**config.mk**
```make
export PLATFORM = sky130hd
export DESIGN_NAME = demux_1to4_stream
export DESIGN_NICKNAME = d
export VERILOG_FILES = /design/src/rtl/demux_1to4_stream.sv
export SDC_FILE = /design/constraint.sdc
export NUM_CORES = 1
export LEC_CHECK = 0
export ABC_AREA = 1
export CORE_MARGIN = 1.5
export CORE_UTILIZATION = 42
export CTS_CLUSTER_SIZE = 14
export DETAILED_ROUTE_END_ITERATION = 10
export PLACE_DENSITY = 0.86
export SETUP_SLACK_MARGIN = 0.2
export SLEW_MARGIN = 40
export SYNTH_ARGS = -nofsm -noshare
export SYNTH_HDL_FRONTEND = slang
export SYNTH_SLANG_ARGS = --single-unit
```
**constraint.sdc**
```tcl
create_clock -name clk -period 4.4 [get_ports clk]
set_input_delay 1.1 -clock clk [delete_from_list [all_inputs] [get_ports clk]]
set_output_delay 1.1 -clock clk [all_outputs]
set_load 0.02 [all_outputs]
```
**src/rtl/demux_1to4_stream.sv**
```systemverilog
// 1-to-4 stream demultiplexer: packets are routed by s_sel on their first beat
// and stay locked to that channel until s_last. Define DEMUX_BEAT_COUNT_EN to build
// saturating per-channel delivered-beat counters.
module demux_1to4_stream #(
  parameter int DATA_W = 8
) (
  input  logic                  clk,
  input  logic                  rst_n,
  input  logic                  s_valid,
  output logic                  s_ready,
  input  logic [DATA_W-1:0]     s_data,
  input  logic                  s_last,
  input  logic [1:0]            s_sel,
  output logic [3:0]            m_valid,
  input  logic [3:0]            m_ready,
  output logic [4*DATA_W-1:0]   m_data,
  output logic [3:0]            m_last,
  output logic [63:0]           beat_cnt
);

  typedef enum logic {IDLE = 1'b0, LOCK = 1'b1} state_e;

  state_e                   state_q, state_d;
  logic [1:0]               lock_ch_q, lock_ch_d;
  logic [3:0]               valid_q, valid_d;
  logic [3:0]               last_q, last_d;
  logic [3:0][DATA_W-1:0]   data_q, data_d;
  logic [1:0]               tgt_s;
  logic                     accept_s;
  logic [3:0]               deliver_s;

  // Target selection and handshakes; s_ready is forced low while reset is held.
  always_comb begin
    tgt_s     = (state_q == LOCK) ? lock_ch_q : s_sel;
    s_ready   = rst_n & (~valid_q[tgt_s] | m_ready[tgt_s]);
    accept_s  = s_valid & s_ready;
    deliver_s = valid_q & m_ready;
  end

  // Packet lock FSM next state.
  always_comb begin
    state_d   = state_q;
    lock_ch_d = lock_ch_q;
    case (state_q)
      IDLE: begin
        if (accept_s && !s_last) begin
          state_d   = LOCK;
          lock_ch_d = tgt_s;
        end else begin
          state_d = IDLE;
        end
      end
      LOCK: begin
        if (accept_s && s_last) begin
          state_d = IDLE;
        end else begin
          state_d = LOCK;
        end
      end
      default: begin
        state_d = IDLE;
      end
    endcase
  end

  // One output slot per channel; a load in the same cycle as a delivery replaces the slot.
  always_comb begin
    valid_d = valid_q;
    last_d  = last_q;
    data_d  = data_q;
    for (int i = 0; i < 4; i++) begin
      if (accept_s && (tgt_s == 2'(i))) begin
        valid_d[i] = 1'b1;
        last_d[i]  = s_last;
        data_d[i]  = s_data;
      end else if (deliver_s[i]) begin
        valid_d[i] = 1'b0;
      end else begin
        valid_d[i] = valid_q[i];
      end
    end
  end

  // State and slot registers.
  always_ff @(posedge clk) begin
    if (!rst_n) begin
      state_q   <= IDLE;
      lock_ch_q <= 2'd0;
      valid_q   <= 4'd0;
      last_q    <= 4'd0;
      data_q    <= '0;
    end else begin
      state_q   <= state_d;
      lock_ch_q <= lock_ch_d;
      valid_q   <= valid_d;
      last_q    <= last_d;
      data_q    <= data_d;
    end
  end

  assign m_valid = valid_q;
  assign m_last  = last_q;
  assign m_data  = data_q;

`ifdef DEMUX_BEAT_COUNT_EN
  logic [3:0][15:0] cnt_q, cnt_d;

  // Saturating delivered-beat counters.
  always_comb begin
    cnt_d = cnt_q;
    for (int i = 0; i < 4; i++) begin
      if (deliver_s[i] && (cnt_q[i] != 16'hFFFF)) begin
        cnt_d[i] = cnt_q[i] + 16'd1;
      end else begin
        cnt_d[i] = cnt_q[i];
      end
    end
  end

  // Counter registers.
  always_ff @(posedge clk) begin
    if (!rst_n) begin
      cnt_q <= '0;
    end else begin
      cnt_q <= cnt_d;
    end
  end

  assign beat_cnt = cnt_q;
`else
  assign beat_cnt = 64'd0;
`endif

endmodule

```
-- Word-level counts from Yosys, hierarchy flattened
Index checks and enable logic that the tools add are counted.
- reductions and logical operators: 13
- equal/unequal tests: 3
- $lt $le $gt $ge: 1
- bitwise gates (word level): 6
- muxes and demuxes: 16
- operators by type and width (operator ; number):
    1-bit 2-to-1 mux ; 12
    2-bit nonzero test ; 4
    1-bit logical AND ; 6
    4-bit bitwise AND ; 1
    1-bit binary-select mux with 2-bit select ; 2
    2-bit equality test (second input constant) ; 2
    2-bit by 3-bit < comparator with 1-bit output (second input constant) ; 1
    1-bit bitwise AND ; 2
    2-bit by 1-bit equality test with 1-bit output (second input constant) ; 1
    2-bit logical NOT ; 1
    2-bit 2-to-1 mux ; 1
    1-bit inverter ; 2
    1-bit case mux with 2 select lines ; 1
    2-bit AND reduction ; 1
    1-bit logical NOT ; 1
    1-bit bitwise OR ; 1
- output and inout bits: 105
- input bits: 18
- bits in registers: 43
- word-level logic and storage cells: 53

-- Depth between registers and ports, before layout
Gate-level depths: netlist (run 1).
- word-level depth: 10
- mapped depth: 14
- depth with buffers taken out: 13

-- Worst setup path before layout (run 1)
OpenSTA, ideal clock, no wires.
- path type: input port to output port
- from: in s_sel[0]
- to: out s_ready
- required time: 3.300 ns
- path buffers: 0
- arrival time: 1.851 ns
- path slack: 1.449 ns
- stages: 8
- cells stage by stage: inv_1 nand2_2 nand2_2 nand2_1 nand2_1 nand2_1 nand2_2 a21oi_1
- longest elaborated chain between the ends: 6
- elaborated cells on any way between the ends: 8
- classes of those cells: mux (5); bitwise (3)
- RTL lines (item ; line ; RTL):
    start, declared ; 13 ; input logic [1:0] s_sel,
    2-bit 2-to-1 mux * ; 34 ; tgt_s = (state_q == LOCK) ? lock_ch_q : s_sel;
    1-bit binary-select mux with 2-bit select ; 35 ; s_ready = rst_n & (~valid_q[tgt_s] | m_ready[tgt_s]);
    1-bit 2-to-1 mux (implied by the code) ; 35 ;
    1-bit inverter ; 35 ;
    1-bit bitwise OR * ; 35 ;
    1-bit bitwise AND * ; 35 ;
    end, declared ; 10 ; output logic s_ready,
Mark *: on every way between the ends. The rest lies on a longest branch, timed or not. The select of a mux whose other input is x is not followed.

-- Worst setup path after layout (run 1)
Same ends and word-level chain as after synthesis.

==> results of run 1 <==
[cell type report]
class	instances	area, um^2
Clock inverter	3	67.6
Timing Repair Buffer	59	588
Tap cell	70	87.6
Fill cell	495	2340
Sequential cell	43	861
Multi-Input combinational cell	231	1020
Inverter	19	71.3
Clock buffer	5	68.8
[cells in the mapped netlist]
master,number
a21oi_1,2
a21oi_2,4
buf_4,64
buf_6,1
clkbuf_1,4
conb_1,1
dfxtp_1,43
inv_1,14
inv_2,5
nand2_1,24
nand2_2,7
nand2_4,1
nand3_1,4
nand3_4,1
nand4_2,1
nor2_1,80
nor2_2,1
nor2_4,4
nor3_1,1
o21ai_0,36
o21bai_1,1
[layer usage]
layer	vias to the layer above	part of all wire
li1	920	-
met1	844	0.42
met2	105	0.46
met3	5	0.12
met4	0	0.0063
met5	-	0
[final timing paths]
kind                                    from  cells after the start  slack (ns)      endpoint
worst max-delay path                s_sel[0]                     10        0.48       s_ready
worst min-delay path            lock_ch_q[0]                      2        0.51  lock_ch_q[0]
worst max register to register          flop                     13        2.39     m_data[8]
worst min register to register  lock_ch_q[0]                      2        0.51  lock_ch_q[0]
[registers in the layout, summed over array words and instances, names as in the netlist, named ones only]
register / flops
m_last: 4
m_data: 32
m_valid: 4
lock_ch_q: 2
[power breakdown]
part | internal [W] | switching (W) | total [W]
Combinational | 0.0000577 | 0.000125 | 0.000182
Clock | 0.000226 | 0.000140 | 0.000366
Sequential | 0.000406 | 0.0000101 | 0.000416
Total | 0.000690 | 0.000274 | 0.000965
[per-stage QoR]
| stage | cell area, um^2 | hold WS (ns) | setup WS (ns) | cells |
|---|---|---|---|---|
| 2_1_floorplan | 2460 | 0.478 | 1.45 | 362 |
| 3_3_place_gp | 2630 | 0.490 | 0.526 | 422 |
| 3_5_place_dp | 2630 | 0.497 | 0.489 | 422 |
| 4_1_cts | 2770 | 0.509 | 0.479 | 430 |
| 5_1_grt | 2770 | 0.532 | 0.356 | 430 |
| 6_report | 2770 | 0.510 | 0.484 | 430 |
[cell usage in the layout, fill, tap and decap left out, drive strengths merged]
master	netlist	routed
a21oi	6	6
buf	65	1
bufinv	0	2
clkbuf	4	5
clkdlybuf4s50	0	58
clkinvlp	0	1
conb	1	64
dfxtp	43	43
inv	19	19
nand2	32	32
nand3	5	5
nand4	1	1
nor2	85	85
nor3	1	1
o21ai	36	36
o21bai	1	1
[worst reg2reg max path: stages (launching register included)]
cell,delay (ns)
dfxtp_1,0.49
inv_2,0.11
nand2_2,0.07
nand2_2,0.09
nand2_1,0.07
nand2_1,0.05
nand2_1,0.06
nand2_2,0.06
nand2_2,0.10
nand3_4,0.14
nor2_4,0.26
inv_2,0.15
nor2_1,0.17
nor2_1,0.07
[kinds of logic after synthesis]
group	Yosys count	synth area share
and+or+nand+nor	124	0.248
buffers and inverters	88	0.260
other	1	0.00168
AOI/OAI and AO/OA	43	0.104
DFF	43	0.387
==> impl_metrics.py, run 1 <==
metrics = {
    "logic_synthesis": {
        "netlist_area_mm2": 0.00223,
        "netlist_instances": 299,
        "yosysWarningCount": 0,
        "avgSynthCellArea_um2": 7.45,
        "netlist_top_cells_area": "dfxtp_1 (39%), buf_4 (22%), nor2_1 (13%)",
        "ys_ff_latch": 43,
        "synth.distinct_cells": 21,
        "synth_top_area_share": 0.387,
        "yosysTopAreaCell": "dfxtp_1",
        "seq_area_frac_synth": 0.387,
    },
    "clocking": {
        "cts_buffers": 5,
        "cts.repair.resized": 0,
        "ctsRootBufferMaster": "clkbuf_8",
        "clk-insertion-delay-late_ns": 0.30,
        "clock_path_buffers": 2,
        "clk_pin_slew_ns": 0.08,
        "hold_buffers": 0,
        "post_cts_buffers": 0,
        "cts.sinks": 43,
        "cts_tree": "built",
        "htreeDepth": 2,
    },
    "setup_path": {
        "critical_path.top_delay_family": "buffers and inverters",
        "crit_required_ns": 3.30,
        "crit_chain": "clkdlybuf4s50_1 -> inv_1 -> nand2_2 -> nand2_2 -> nand2_1 -> nand2_1 -> nand2_1 -> nand2_2 -> a21oi_1 -> clkdlybuf4s50_1",
        "path_class": "in2out",
        "crit_fanout": 6,
        "slowest_delay_ns": 0.62,
        "arrival_ns": 2.82,
        "worstSetupStartpointType": "input pin",
        "worst_path_max_delay_cell": "clkdlybuf4s50_1",
        "cp.buffers_inverters": 3,
        "crit_path_end_kind": "output pin",
    },
    "min_path": {
        "hp-class": "reg2reg",
    },
    "global_routing": {
        "grtUsageMet3": 0.0767,
        "use_met2": 0.295,
        "grt_pass1_wl_um": 7950,
        "grt_overflow_total": 0,
        "grt_pass1_vias": 1667,
        "grt_usage": 0.183,
        "use_met1": 0.225,
        "grt_max_degree": 41,
        "antenna_found_initial": 0,
        "grt.busiest_layer": "met2",
    },
    "detailed_routing": {
        "drtPass1Iterations": 4,
        "postRouteAntennaNets": 0,
        "routed_wl_um": 4910,
        "drt_drc_violations_left": 0,
        "wire_per_inst_um": 11.4,
        "dr.first_iter.drc_count": 64,
        "vias": 1874,
        "viasPerCell": 4.36,
    },
    "floorplanning": {
        "chipWidth_um": 75.8,
        "dieArea_mm2": 0.00575,
        "rows": 26,
        "coreArea_mm2": 0.00511,
        "initial_core_util": 0.436,
        "die_y_um": 75.8,
        "io_pins": 123,
    },
    "sta": {
        "finalHoldViolCount": 0,
        "slew_viol_final": 0,
        "fmax_ghz": 0.255,
        "final.period_utilization": 0.890,
        "rsz0062_at_grt": "false",
        "fin_skew_ns": 0.00642,
        "fin_setup_tns_ns": 0,
        "setup_violations": 0,
        "min_period_ns": 3.92,
    },
    "power_and_ir_drop": {
        "power_density_mw_per_mm2": 348,
        "total_power_w": 0.000965,
        "vdd_drop_max_uv": 199,
        "p_leak_nw": 1.27,
    },
    "place": {
        "dp_hpwl_um": 3550,
        "io_buffer_count": 58,
        "globalplace.congestion": 0.918,
    },
    "layout": {
        "nets": 377,
        "final_util": 0.542,
        "n_antenna_cell": 0,
        "drive_above_1_share": 0.0917,
        "area.growth.synth_to_final_pct": 24.3,
    },
    "job": {
        "maxCapViolations": 0,
    },
    "status": {
        "status": "completed",
    },
}
(Power assumes the default switching activity.)
==> inputs of run 2 (changes only) <==
--- a/config.mk
+++ b/config.mk
@@ -6,6 +6,7 @@
 export NUM_CORES = 1
 export LEC_CHECK = 0
 export ABC_AREA = 1
+export CAP_MARGIN = 25
 export CORE_MARGIN = 1.5
 export CORE_UTILIZATION = 42
 export CTS_CLUSTER_SIZE = 14
==> results of run 2 <==
No change in the layout: final DEF, timing and power equal those of run 1.
